===== src/rtl/pixel_pkg.sv =====
// Shared constants, control opcodes and frame-tick helper for the sprite compositor.
// Optional SPRITE_COLLIDE_EN support lives in multi_sprite_compositor.
package pixel_pkg;

  localparam int H_DISPLAY = 640;
  localparam int V_DISPLAY = 480;

  typedef enum logic [1:0] {
    OP_SOLID = 2'd0,
    OP_HOLD  = 2'd1,
    OP_MODE  = 2'd2,
    OP_AUTO  = 2'd3
  } op_e;

  localparam logic [3:0] BG_SOLID     = 4'd0;
  localparam logic [3:0] BG_HSTRIPE   = 4'd1;
  localparam logic [3:0] BG_VSTRIPE   = 4'd2;
  localparam logic [3:0] BG_SX_ADD    = 4'd3;
  localparam logic [3:0] BG_SX_SUB    = 4'd4;
  localparam logic [3:0] BG_SY_ADD    = 4'd5;
  localparam logic [3:0] BG_SY_SUB    = 4'd6;
  localparam logic [3:0] BG_XY_ADD    = 4'd7;
  localparam logic [3:0] BG_XY_SX_SUB = 4'd8;
  localparam logic [3:0] BG_XY_SY_SUB = 4'd9;
  localparam logic [3:0] BG_XY_SUB    = 4'd10;

  function automatic logic frame_tick(
    input logic [9:0] vpos,
    input logic [9:0] prev_vpos
  );
    return (vpos == 10'd0) && (prev_vpos != 10'd0);
  endfunction

endpackage


===== src/rtl/sprite_mover.sv =====
// One bouncing sprite: position/direction state advanced once per frame tick.
// edge_hit flags a tick on which either axis reverses.
module sprite_mover
  import pixel_pkg::*;
#(
  parameter int         SPRITE_SIZE = 64,
  parameter logic [9:0] INIT_LEFT   = 10'd32,
  parameter logic [9:0] INIT_TOP    = 10'd32,
  parameter logic       INIT_DY_POS = 1'b0
) (
  input  logic       clk,
  input  logic       rst,
  input  logic       tick,
  output logic [9:0] left,
  output logic [9:0] top,
  output logic       edge_hit
);

  localparam logic [9:0] X_MAX = 10'(H_DISPLAY - SPRITE_SIZE - 1);
  localparam logic [9:0] Y_MAX = 10'(V_DISPLAY - SPRITE_SIZE - 1);

  logic dx_pos;
  logic dy_pos;
  logic hit_x;
  logic hit_y;

  assign hit_x = dx_pos ? (left == X_MAX) : (left == 10'd1);
  assign hit_y = dy_pos ? (top == Y_MAX) : (top == 10'd1);
  assign edge_hit = tick & (hit_x | hit_y);

  // step uses the pre-tick direction; the flip takes effect next tick
  always_ff @(posedge clk) begin
    if (rst) begin
      left   <= INIT_LEFT;
      top    <= INIT_TOP;
      dx_pos <= 1'b1;
      dy_pos <= INIT_DY_POS;
    end else if (tick) begin
      left <= dx_pos ? left + 10'd1 : left - 10'd1;
      top  <= dy_pos ? top + 10'd1 : top - 10'd1;
      if (hit_x) dx_pos <= ~dx_pos;
      if (hit_y) dy_pos <= ~dy_pos;
    end
  end

endmodule


===== src/rtl/multi_sprite_compositor.sv =====
// Composites NUM_SPRITES bouncing sprites over a selectable background.
// Define SPRITE_COLLIDE_EN to add the sticky collision output.
module multi_sprite_compositor
  import pixel_pkg::*;
#(
  parameter int NUM_SPRITES = 4,
  parameter int SPRITE_SIZE = 64,
  parameter int COLOR_BITS  = 2,
  parameter logic [3*COLOR_BITS-1:0] TRANSPARENT = '0,
  localparam int AW = $clog2(SPRITE_SIZE),
  localparam int CW = 3 * COLOR_BITS
) (
  input  logic                        clk,
  input  logic                        rst,
  input  logic [9:0]                  hpos,
  input  logic [9:0]                  vpos,
  input  logic                        visible,
  input  logic [7:0]                  vga_control,
  output logic [NUM_SPRITES*2*AW-1:0] sprite_addr,
  input  logic [NUM_SPRITES*CW-1:0]   sprite_rgb,
  output logic [COLOR_BITS-1:0]       R,
  output logic [COLOR_BITS-1:0]       G,
  output logic [COLOR_BITS-1:0]       B,
  output logic [3:0]                  bounce_count
`ifdef SPRITE_COLLIDE_EN
  ,
  output logic                        collision
`endif
);

  logic [9:0] prev_vpos;
  logic       tick;
  logic [9:0] scroll;
  logic [3:0] mode;
  logic [CW-1:0] solid;
  op_e        op;

  logic [9:0] left [NUM_SPRITES];
  logic [9:0] top  [NUM_SPRITES];
  logic [NUM_SPRITES-1:0] hit;
  logic [NUM_SPRITES-1:0] in_s0;
  logic [NUM_SPRITES-1:0] in_s1;
  logic [NUM_SPRITES-1:0] opaque;
  logic          vis_s1;
  logic [CW-1:0] bg;
  logic [CW-1:0] bg_s1;
  logic [CW-1:0] pix;

  logic [9:0] sx;
  logic [9:0] sy;
  logic [9:0] coord;
  logic       lsb;
  logic       use_solid;
  logic       unused_bits;

  assign tick = frame_tick(vpos, prev_vpos);
  assign op = op_e'(vga_control[7:6]);
  assign unused_bits = ^{coord, vga_control};

  for (genvar i = 0; i < NUM_SPRITES; i++) begin : g_sprite
    logic [9:0] off_x;
    logic [9:0] off_y;

    sprite_mover #(
      .SPRITE_SIZE(SPRITE_SIZE),
      .INIT_LEFT  (10'(32 + 96 * i)),
      .INIT_TOP   (10'(32 + 64 * i)),
      .INIT_DY_POS(1'(i % 2))
    ) u_mover (
      .clk     (clk),
      .rst     (rst),
      .tick    (tick),
      .left    (left[i]),
      .top     (top[i]),
      .edge_hit(hit[i])
    );

    assign off_x = hpos - left[i];
    assign off_y = vpos - top[i];
    assign in_s0[i] = (off_x[9:AW] == '0) && (off_y[9:AW] == '0);
    assign sprite_addr[i*2*AW +: 2*AW] = {off_y[AW-1:0], off_x[AW-1:0]};
  end

  always_ff @(posedge clk) begin
    if (rst) begin
      prev_vpos    <= '0;
      bounce_count <= '0;
      scroll       <= '0;
      mode         <= BG_SOLID;
      solid        <= '1;
    end else begin
      prev_vpos <= vpos;
      if (tick) scroll <= scroll + 10'd1;
      // one count per tick no matter how many sprites hit
      if (tick && (hit != '0))
        bounce_count <= (bounce_count == 4'd10) ? 4'd0 : bounce_count + 4'd1;
      unique case (op)
        OP_SOLID: solid <= CW'(vga_control[5:0]);
        OP_HOLD:  ;
        OP_MODE:  mode <= vga_control[3:0];
        OP_AUTO:  mode <= bounce_count;
      endcase
    end
  end

  always_comb begin
    sx = hpos + scroll;
    sy = vpos + scroll;
    if (mode == BG_SX_SUB || mode == BG_XY_SX_SUB || mode == BG_XY_SUB)
      sx = hpos - scroll;
    if (mode == BG_SY_SUB || mode == BG_XY_SY_SUB || mode == BG_XY_SUB)
      sy = vpos - scroll;
    coord = '0;
    lsb = 1'b0;
    use_solid = 1'b0;
    case (mode)
      BG_HSTRIPE: begin
        coord = hpos;
        lsb = vpos[1];
      end
      BG_VSTRIPE: begin
        coord = vpos;
        lsb = hpos[1];
      end
      BG_SX_ADD, BG_SX_SUB: begin
        coord = sx;
        lsb = vpos[2];
      end
      BG_SY_ADD, BG_SY_SUB: begin
        coord = sy;
        lsb = vpos[2];
      end
      BG_XY_ADD, BG_XY_SX_SUB, BG_XY_SY_SUB, BG_XY_SUB: begin
        coord = sy;
        lsb = sx[2];
      end
      BG_SOLID: use_solid = 1'b1;
      default:  use_solid = 1'b1;
    endcase
    bg = solid;
    // channel c MSB from coord bit 5+c, lower bits replicate lsb
    if (!use_solid) begin
      for (int c = 0; c < 3; c++) begin
        for (int b = 0; b < COLOR_BITS; b++) begin
          bg[(2-c)*COLOR_BITS + b] =
            (b == COLOR_BITS - 1) ? coord[5+c] : lsb;
        end
      end
    end
  end

  always_ff @(posedge clk) begin
    if (rst) begin
      in_s1  <= '0;
      vis_s1 <= 1'b0;
      bg_s1  <= '0;
    end else begin
      in_s1  <= in_s0;
      vis_s1 <= visible;
      bg_s1  <= bg;
    end
  end

  // walk from lowest priority up so sprite 0 wins
  always_comb begin
    pix = bg_s1;
    opaque = '0;
    for (int i = NUM_SPRITES - 1; i >= 0; i--) begin
      opaque[i] = in_s1[i] && (sprite_rgb[i*CW +: CW] != TRANSPARENT);
      if (opaque[i]) pix = sprite_rgb[i*CW +: CW];
    end
    if (!vis_s1) pix = '0;
  end

  always_ff @(posedge clk) begin
    if (rst) {R, G, B} <= '0;
    else     {R, G, B} <= pix;
  end

`ifdef SPRITE_COLLIDE_EN
  logic multi;
  assign multi = vis_s1 &&
    ((opaque & (opaque - NUM_SPRITES'(1))) != '0);

  always_ff @(posedge clk) begin
    if (rst)        collision <= 1'b0;
    else if (multi) collision <= 1'b1;
    else if (tick)  collision <= 1'b0;
  end
`endif

endmodule

===== config.mk =====
export PLATFORM = sky130hd
export DESIGN_NAME = multi_sprite_compositor
export DESIGN_NICKNAME = d
export VERILOG_FILES = /design/src/rtl/pixel_pkg.sv /design/src/rtl/sprite_mover.sv /design/src/rtl/multi_sprite_compositor.sv
export SDC_FILE = /design/constraint.sdc
export NUM_CORES = 1
export LEC_CHECK = 0
export ABC_AREA = 1
export BUFFER_PORTS_ARGS = -buffer_cell sky130_fd_sc_hd__buf_2
export CORE_MARGIN = 8
export CORE_UTILIZATION = 42
export CTS_BUF_LIST = sky130_fd_sc_hd__clkbuf_4 sky130_fd_sc_hd__clkbuf_8
export DETAILED_ROUTE_END_ITERATION = 16
export PLACE_DENSITY_LB_ADDON = 0.25
export SLEW_MARGIN = 40
export SYNTH_ARGS = -nofsm -noshare
export SYNTH_HDL_FRONTEND = slang
export SYNTH_SLANG_ARGS = --single-unit
export TNS_END_PERCENT = 100

===== constraint.sdc =====
create_clock -name clk -period 3.9 [get_ports clk]
set_input_delay 0.39 -clock clk [delete_from_list [all_inputs] [get_ports clk]]
set_output_delay 0.39 -clock clk [all_outputs]
set_load 0.01 [all_outputs]

==> results of run 1 <==
[worst min-delay path by stage]
stage	to	slack [ps]	depth (start not counted)	start
after floorplan	g_sprite[1].u_mover.left[7]	450	2	g_sprite[1].u_mover.left[7]
after global placement	g_sprite[1].u_mover.left[7]	470	2	g_sprite[1].u_mover.left[7]
after detailed placement	g_sprite[1].u_mover.left[7]	470	2	g_sprite[1].u_mover.left[7]
after CTS	solid[5]	110	3	vga_control[5]
after global routing	vis_s1	120	3	visible
final	vis_s1	140	3	visible
[final cells by class]
| type | count | area [sq um] | area share [%] |
|---|---|---|---|
| Sequential cell | 137 | 2740 | 22.0 |
| Timing Repair Buffer | 118 | 606 | 4.86 |
| Clock buffer | 18 | 241 | 1.94 |
| Multi-Input combinational cell | 1289 | 7400 | 59.3 |
| Clock inverter | 14 | 98.8 | 0.793 |
| Inverter | 254 | 956 | 7.67 |
| Tap cell | 341 | 427 | 3.42 |
[routing by layer]
metal  vias up  global-route usage (%)  routed length [um]
met2       357                    34.8               15700
met3        58                    4.35                2120
met4         2                    8.87                1150
li1       5935                       -                   -
met5         -                       0                  12
met1      5341                    26.3               15200
[metrics by stage]
stage	power [mW]	cell area (sq um)	instances	worst slack (ps)	hold WS, ps
2_1_floorplan	1.85	11300	1721	1700	450
3_3_place_gp	2.07	12100	2139	1270	468
3_5_place_dp	2.08	12100	2139	1240	475
4_1_cts	3.15	12500	2171	819	113
5_1_grt	3.29	12500	2171	707	122
6_report	3.12	12500	2171	879	140
[Yosys cell counts, types with 7 or more instances]
cell / instances / area, sq um
a21o_1: 9 / 67.6
o31ai_1: 9 / 67.6
fa_1: 8 / 160
inv_1: 249 / 935
o21ai_0: 164 / 821
xnor2_1: 32 / 280
nand3_1: 106 / 531
nand2_1: 299 / 1120
or2_2: 7 / 43.8
a31oi_1: 16 / 100
o211ai_1: 10 / 75.1
o22ai_1: 10 / 62.6
ha_1: 110 / 1380
nor2_1: 192 / 721
o21a_1: 8 / 60.1
nor3_1: 30 / 150
dfxtp_1: 137 / 2740
xor2_1: 39 / 342
clkbuf_1: 22 / 82.6
a21oi_1: 148 / 741
buf_2: 10 / 50.1
nand4_1: 35 / 219
[logic make-up after synthesis]
| family | share of synthesized area (%) |
|---|---|
| AND/OR/NAND/NOR | 26.1 |
| XOR/XNOR | 5.51 |
| adder cells (fa/ha/maj) | 13.6 |
| buffers and inverters | 10.2 |
| AO/OA/AOI/OAI | 20.3 |
| flip-flops | 24.3 |
[where the power goes]
group / internal, mW / switching [mW] / leakage (nW) / total (mW)
sequential: 1.42 / 0.0139 / 1.11 / 1.44
clock: 0.447 / 0.630 / 0.169 / 1.08
combinational: 0.225 / 0.384 / 4.46 / 0.609
[state kept, by name, summed over array words and instances, names as in the netlist]
name,count
bg_s1,6
bounce_count,4
G,2
g_sprite.u_mover.left,40
g_sprite.u_mover.dy_pos,4
prev_vpos,10
g_sprite.u_mover.top,40
mode,4
B,2
g_sprite.u_mover.dx_pos,4
solid,6
vis_s1,1
in_s1,4
R,2
scroll,8
[worst max-delay path, cell delays in order (launching register included)]
cell and delay, ps:
dfxtp_1 430, inv_1 110, ha_1 350, a21oi_1 150, o21ai_0 140, nand2_1 100, nand2_1 50, a21oi_1 280
xor2_1 370, buf_2 210
[cells in the final DEF (no fill, tap or decap), types with 39 or more instances in the layout]
| master | instances |
|---|---|
| ha_1 | 110 |
| nor2_1 | 192 |
| buf_2 | 112 |
| xor2_1 | 39 |
| dfxtp_1 | 137 |
| nand2_1 | 299 |
| a21oi_1 | 148 |
| o21ai_0 | 164 |
| inv_1 | 248 |
| nand3_1 | 106 |
==> impl_metrics.py, run 1 <==
metrics = {
    "detailed_routing": {
        "first_iter_violations": 908,
        "avgViaCountPerCell": 5.39,
        "vias": 11700,
        "drcViolationCount": 0,
        "wl_um": 34200,
        "drtPass1Iterations": 5,
        "postRouteAntennaNets": 0,
        "wire_per_inst_um": 15.8,
    },
    "layout": {
        "n_antenna_cell": 0,
        "final_util_pct": 46.8,
        "area_growth_pct": 10.5,
        "nFillCells": 2769,
        "fin_nets": 1990,
        "layout-drive-gt1-share_pct": 9.51,
    },
    "clocking": {
        "htree_levels": 4,
        "cts.sinks": 137,
        "tritoncts": "done",
        "post_cts_buffers": 0,
        "insertion_delay_ps": 460,
        "clockBufferDepth": 2,
        "cts_made_buffers": 17,
        "cts_resized": 0,
        "cts_hold_buf": 0,
        "clk_transition_reported_paths_ps": 90,
        "root_buffer": "clkbuf_8",
    },
    "critical_path": {
        "worst_setup_path_end_kind": "primary output",
        "r2r.worst_path.cells": 19,
        "start_kind": "flip-flop",
        "crit_required_ps": 3510,
        "critical_path.max_fanout": 6,
        "r2r-start": "mode[0]",
        "reg2reg_slack_ps": 1300,
        "crit_end": "sprite_addr[41]",
        "startpoint": "g_sprite[3].u_mover.left[2]",
        "crit-reg2reg-capture": "bg_s1[5]",
        "arrival_ps": 2630,
        "critPathKind": "flip-flop to primary output",
    },
    "synth": {
        "seq_area_frac_synth_pct": 24.3,
        "synthArstFlopShare_pct": 0,
        "synth_area_per_cell_sq_um": 6.55,
        "netlist_area_sq_um": 11300,
        "yosysWarnings": 0,
        "synth_edf_count": 0,
        "synthesis.instances": 1721,
        "synth_seq_cells": 137,
        "synth_flop_cell": "dfxtp_1",
        "synthesis.nets": 1894,
        "synth.distinct_cells": 47,
    },
    "global_routing": {
        "antenna_found_initial": 1,
        "grt_pass1_wl_um": 56000,
        "grt_max_degree": 50,
        "gr-total-overflow": 0,
        "grt_pass1_vias": 11100,
        "grt_use_total_pct": 21.1,
    },
    "timing": {
        "min_period_ps": 3020,
        "worst_slew_pin_slew_ps": 712,
        "hold_viol": 0,
        "fin_tns_setup_ps": 0,
        "grt_setup_unrepaired": "no",
        "period_share_pct": 77.5,
        "max_slew_margin_pct": 52.5,
        "fmax_ghz": 0.331,
        "slew_viol_final": 0,
        "setup_viol": 0,
        "final.setup_skew_ps": 11.9,
    },
    "die": {
        "dieArea_sq_um": 32400,
        "io-pin-count": 113,
        "initial_core_util_pct": 42.3,
        "core_area_sq_um": 26700,
        "placementRows": 60,
        "dieHeight_um": 180,
        "die-width_um": 180,
    },
    "pwr": {
        "total_leakage_power_nw": 5.74,
        "power_density_nw_per_um2": 250,
        "ir_drop_mv": 0.163,
    },
    "placed_design": {
        "port-buffer-count": 112,
        "place_congestion": 0.919,
        "hpwl_um": 26000,
    },
    "run_status": {
        "status": "finished, final reports clean",
    },
    "flow_run": {
        "cap_violations": 0,
    },
    "hold_path": {
        "hold_class": "input pin to flip-flop",
    },
}
Note: power is estimated with default switching activity, not from simulation.
==> run 2: changes to the inputs <==
Clock period 3.9 ns to 3.1 ns, I/O delays scaled along.
==> run 2 against run 1 <==
- first-iteration DRC count down 7.7%
- cell count about the same
- routed wire length down 0.41%
- largest power group unchanged
- critical path depth unchanged
- total power up 38%
- cell area up 1.1%
- via count down 0.30%
- combinational power up 27%
- worst setup slack worse by 710 ps
- clock skew up 4.6 ps
- clock power up 61%
- global-route usage down 0.41 points
==> impl_metrics.py, run 2 (synthesized netlist as in run 1, its figures left out) <==
metrics = {
    "layout": {
        "area_growth_pct": 11.8,
        "layout-drive-gt1-share_pct": 9.56,
        "final_common_cell": "nand2_1",
        "finalNonFillerCells": 2172,
        "final_cell_mix": "nand2_1, inv_1, nor2_1",
        "fin_nets": 1992,
        "n_antenna_cell": 0,
        "nFillCells": 2755,
        "reg_top3": "g_sprite.u_mover.left x40, g_sprite.u_mover.top x40, prev_vpos x10",
        "final_util_pct": 47.3,
    },
    "timing": {
        "final.setup_skew_ps": 16.5,
        "setup_viol": 0,
        "fmax_ghz": 0.341,
        "hold_viol": 0,
        "worst_slew_pin_slew_ps": 682,
        "slew_viol_final": 0,
        "period_share_pct": 94.5,
        "min_period_ps": 2930,
        "fin_tns_setup_ps": 0,
        "grt_setup_unrepaired": "no",
        "max_slew_margin_pct": 54.5,
    },
    "clocking": {
        "htree_levels": 4,
        "cts_hold_buf": 0,
        "cts.sinks": 137,
        "clockBufferDepth": 2,
        "cts_made_buffers": 17,
        "post_cts_buffers": 0,
        "clk_transition_reported_paths_ps": 90,
        "root_buffer": "clkbuf_8",
        "insertion_delay_ps": 450,
        "cts_resized": 0,
        "tritoncts": "done",
    },
    "die": {
        "initial_core_util_pct": 42.3,
        "core_area_sq_um": 26700,
        "placementRows": 60,
        "io-pin-count": 113,
        "dieArea_sq_um": 32400,
        "die-width_um": 180,
        "dieHeight_um": 180,
    },
    "critical_path": {
        "r2r.worst_path.cells": 17,
        "crit_required_ps": 2790,
        "r2r-start": "mode[0]",
        "arrival_ps": 2620,
        "critPathKind": "flip-flop to primary output",
        "start_kind": "flip-flop",
        "reg2reg_slack_ps": 490,
        "worst_setup_path_end_kind": "primary output",
        "crit-reg2reg-capture": "bg_s1[5]",
        "critical_path.max_fanout": 6,
    },
    "global_routing": {
        "grt_busiest_layer": "met2",
        "use_met3_pct": 3.63,
        "use_met2_pct": 34.5,
        "grt_max_degree": 50,
        "grt_pass1_vias": 10900,
        "grt_use_total_pct": 20.7,
        "gr-total-overflow": 0,
        "grt_pass1_wl_um": 55000,
        "antenna_found_initial": 0,
        "met1_usage_pct": 26.2,
    },
    "detailed_routing": {
        "avgViaCountPerCell": 5.37,
        "drtPass1Iterations": 6,
        "vias": 11700,
        "wl_um": 34100,
        "postRouteAntennaNets": 0,
        "first_iter_violations": 838,
        "drcViolationCount": 0,
        "wire_per_inst_um": 15.7,
    },
    "placed_design": {
        "place_congestion": 0.938,
        "port-buffer-count": 112,
        "hpwl_um": 25800,
        "placed_cells": 2141,
    },
    "hold_path": {
        "hold_end": "vis_s1",
        "hold_class": "input pin to flip-flop",
        "min_from": "visible",
        "worstHoldPathCells": 3,
    },
    "flow_run": {
        "cap_violations": 0,
    },
    "pwr": {
        "ir_drop_mv": 0.233,
        "total_leakage_power_nw": 5.82,
        "power_density_nw_per_um2": 342,
    },
    "run_status": {
        "status": "finished, final reports clean",
    },
}
==> run 2: stage by stage <==
step,setup slack [ps],hold WS (ps),total power [mW],instance area (sq um)
floorplan,896,417,2.33,11300
global placement,566,471,2.61,12200
detailed placement,518,479,2.62,12200
CTS,172,34.7,4.36,12600
global route,84.7,33.4,4.53,12600
finish,172,60.5,4.32,12600
==> run 2: critical path, stage by stage (launching register included) <==
cell	delay, ps
dfxtp_1	410
inv_1	110
ha_1	350
a21oi_1	150
o21ai_0	150
nand2_1	90
nand2_1	50
a21oi_1	330
xor2_1	340
buf_2	200
==> run 2: where the power goes <==
group / total, mW / switching (mW) / internal, mW
Clock: 1.74 / 0.756 / 0.983
Sequential: 1.81 / 0.0152 / 1.79
Combinational: 0.772 / 0.488 / 0.284
==> run 2: area by class of cell <==
cell class                 instances  area [sq um]  share of cell area (%)
timing repair buffer             120           633                    5.02
clock buffer                      19           255                    2.02
inverter                         254           955                    7.57
multi-input combinational       1289          7400                    58.7
clock inverter                    12           199                    1.58
sequential                       137          2740                    21.8
tap                              341           427                    3.38
==> run 2: worst max path at each step <==
stage	from	to	slack, ps	cells after the start
floorplan	scroll[0]	bg_s1[1]	900	20
global placement	hpos[1]	in_s1[2]	570	10
detailed placement	hpos[1]	in_s1[2]	520	10
CTS	g_sprite[3].u_mover.left[2]	sprite_addr[41]	170	9
global route	g_sprite[3].u_mover.left[2]	sprite_addr[41]	80	9
finish	g_sprite[3].u_mover.left[2]	sprite_addr[41]	170	9
==> run 2: layer usage <==
layer  share of wire, %  up-vias
met5                  0        -
met4                3.0        0
met3                5.7       61
met2                 46      372
met1                 45     5284
li1                   -     5941
==> run 3: changes to the inputs <==
Settings changed: BUFFER_PORTS_ARGS -buffer_cell sky130_fd_sc_hd__buf_2 to -buffer_cell sky130_fd_sc_hd__clkbuf_2.
==> run 3 against run 2 <==
- via count about the same
- non-clock buffer count increased by 3
- routed wire length decreased by 0.55%
- flip-flop and latch count unchanged
- clock power decreased by 3%
- hold slack got worse by 31 ps
- clock skew increased by 5.1 ps
- worst setup slack improved by 83 ps
- utilization increased by 0.12 points
- maximum frequency increased by 2.9%
- largest cell class unchanged
- largest power group unchanged
- highest routed layer unchanged
==> impl_metrics.py, run 3 (synthesized netlist as in run 1, its figures left out) <==
metrics = {
    "detailed_routing": {
        "drtPass1Iterations": 5,
        "drcViolationCount": 0,
        "avgViaCountPerCell": 5.36,
        "postRouteAntennaNets": 0,
        "first_iter_violations": 852,
        "wire_per_inst_um": 15.6,
        "wl_um": 33900,
        "vias": 11700,
    },
    "placed_design": {
        "place_congestion": 0.919,
        "hpwl_um": 25800,
        "port-buffer-count": 112,
        "place_area_sq_um": 12200,
    },
    "critical_path": {
        "reg2reg_slack_ps": 540,
        "max_stage_delay_ps": 420,
        "critPathKind": "flip-flop to primary output",
        "crit_required_ps": 2790,
        "slowest_stage": "dfxtp_1",
        "start_kind": "flip-flop",
        "critical_path_buf_inv_count": 2,
        "crit_family": "compound AO/OA/AOI/OAI gates",
        "crit-reg2reg-capture": "bg_s1[1]",
        "critical_path.max_fanout": 6,
        "arrival_ps": 2540,
        "crit_chain": "inv_1, ha_1, a21oi_1, o21ai_0, nand2_1, nand2_1, a21oi_1, xor2_2, clkbuf_2",
        "worst_setup_path_end_kind": "primary output",
        "r2r-start": "scroll[0]",
        "r2r.worst_path.cells": 19,
    },
    "die": {
        "dieHeight_um": 180,
        "initial_core_util_pct": 42.3,
        "io-pin-count": 113,
        "die-width_um": 180,
        "core_area_sq_um": 26700,
        "dieArea_sq_um": 32400,
        "placementRows": 60,
    },
    "layout": {
        "final_cell_mix": "nand2_1, inv_1, nor2_1",
        "fin_nets": 1995,
        "finalInstanceArea_sq_um": 12600,
        "reg_top3": "g_sprite.u_mover.left x40, g_sprite.u_mover.top x40, prev_vpos x10",
        "final_common_cell": "nand2_1",
        "n_antenna_cell": 0,
        "area_growth_pct": 12.1,
        "final_util_pct": 47.4,
        "layout-drive-gt1-share_pct": 9.76,
    },
    "timing": {
        "final.setup_skew_ps": 21.6,
        "hold_viol": 0,
        "period_share_pct": 91.8,
        "worst_slew_pin_slew_ps": 657,
        "slew_viol_final": 0,
        "fin_tns_setup_ps": 0,
        "max_slew_margin_pct": 56.2,
        "fmax_ghz": 0.351,
        "grt_setup_unrepaired": "no",
        "setup_viol": 0,
        "min_period_ps": 2850,
    },
    "flow_run": {
        "cap_violations": 0,
    },
    "pwr": {
        "power_density_nw_per_um2": 338,
        "ir_drop_mv": 0.255,
        "total_leakage_power_nw": 5.84,
    },
    "clocking": {
        "cts.sinks": 137,
        "clockBufferDepth": 2,
        "root_buffer": "clkbuf_8",
        "cts_made_buffers": 17,
        "clk_transition_reported_paths_ps": 100,
        "insertion_delay_ps": 470,
        "cts_hold_buf": 0,
        "htree_levels": 4,
        "tritoncts": "done",
    },
    "global_routing": {
        "grt_pass1_wl_um": 55600,
        "gr-total-overflow": 0,
        "antenna_found_initial": 0,
        "grt_pass1_vias": 11100,
        "grt_use_total_pct": 20.8,
        "grt_max_degree": 50,
    },
    "run_status": {
        "status": "finished, final reports clean",
    },
    "hold_path": {
        "worstHoldPathCells": 3,
        "hold_end": "vis_s1",
        "min_from": "visible",
        "hold_class": "input pin to flip-flop",
    },
}
==> run 3: cell count changes in the layout (fill, tap and decap cells not counted), moves of 2 or more <==
cell and delta:
buf_2 -112, clkbuf_2 +112, buf_4 +2, clkinv_2 -2
==> run 3: layout make-up <==
| class | count | area (sq um) |
|---|---|---|
| repair buffers | 123 | 668 |
| well taps | 341 | 427 |
| clock inverters | 13 | 195 |
| inverters | 254 | 955 |
| clock buffers | 18 | 248 |
| fillers | 2762 | 14000 |
| flip-flops and latches | 137 | 2740 |
| multi-input cells | 1289 | 7410 |
==> run 3: per-stage QoR <==
stage	hold WS, ps	std cells	power (mW)	setup slack [ps]
finish	29.9	2175	4.27	254
global route	27.0	2175	4.49	13.4
CTS	14.7	2175	4.30	143
detailed placement	473	2144	2.62	489
global placement	470	2144	2.61	502
floorplan	417	1721	2.33	896
==> run 3: where the power goes <==
part           internal, mW  switching [mW]  total [mW]  leakage (nW)
Combinational         0.286           0.493       0.779          4.51
Sequential             1.79          0.0146        1.80          1.11
Clock                 0.904           0.787        1.69         0.217
==> run 3: repair_timing <==
| action | CTS | global route |
|---|---|---|
| resized for setup | 0 | 1 |
| buffers inserted | 0 | 0 |
| setup endpoints to repair | 0 | 1 |
==> run 3: worst register-to-register path: stages, from the launching register on <==
cell and delay, ps:
dfxtp_1 370, inv_1 130, ha_1 220, inv_1 60
nor2_1 40, inv_1 100, nor2_1 60, o21ai_0 80
o21ai_0 150, nand2_1 80, o21ai_0 90, ha_1 370
nand2_1 90, o21a_1 190, nand2_1 80, nand3_1 90
nand3_1 90, nand3_1 90, nand2_1 60, inv_1 30
==> run 3: worst max path at each step <==
| stage | startpoint | slack [ps] | end | depth (start not counted) |
|---|---|---|---|---|
| floorplan | scroll[0] | 900 | bg_s1[1] | 20 |
| global placement | hpos[1] | 500 | in_s1[3] | 10 |
| detailed placement | hpos[1] | 490 | in_s1[3] | 10 |
| CTS | g_sprite[3].u_mover.left[2] | 140 | sprite_addr[41] | 9 |
| global route | g_sprite[3].u_mover.left[2] | 10 | sprite_addr[41] | 9 |
| finish | g_sprite[3].u_mover.left[2] | 250 | sprite_addr[41] | 9 |
==> run 3: per-layer routing <==
metal	vias up	part of all wire, %	global-route usage [%]
met3	58	7.2	4.23
met5	-	0	0
li1	5946	-	-
met4	0	3.2	8.70
met1	5273	44	25.6
met2	387	45	34.9
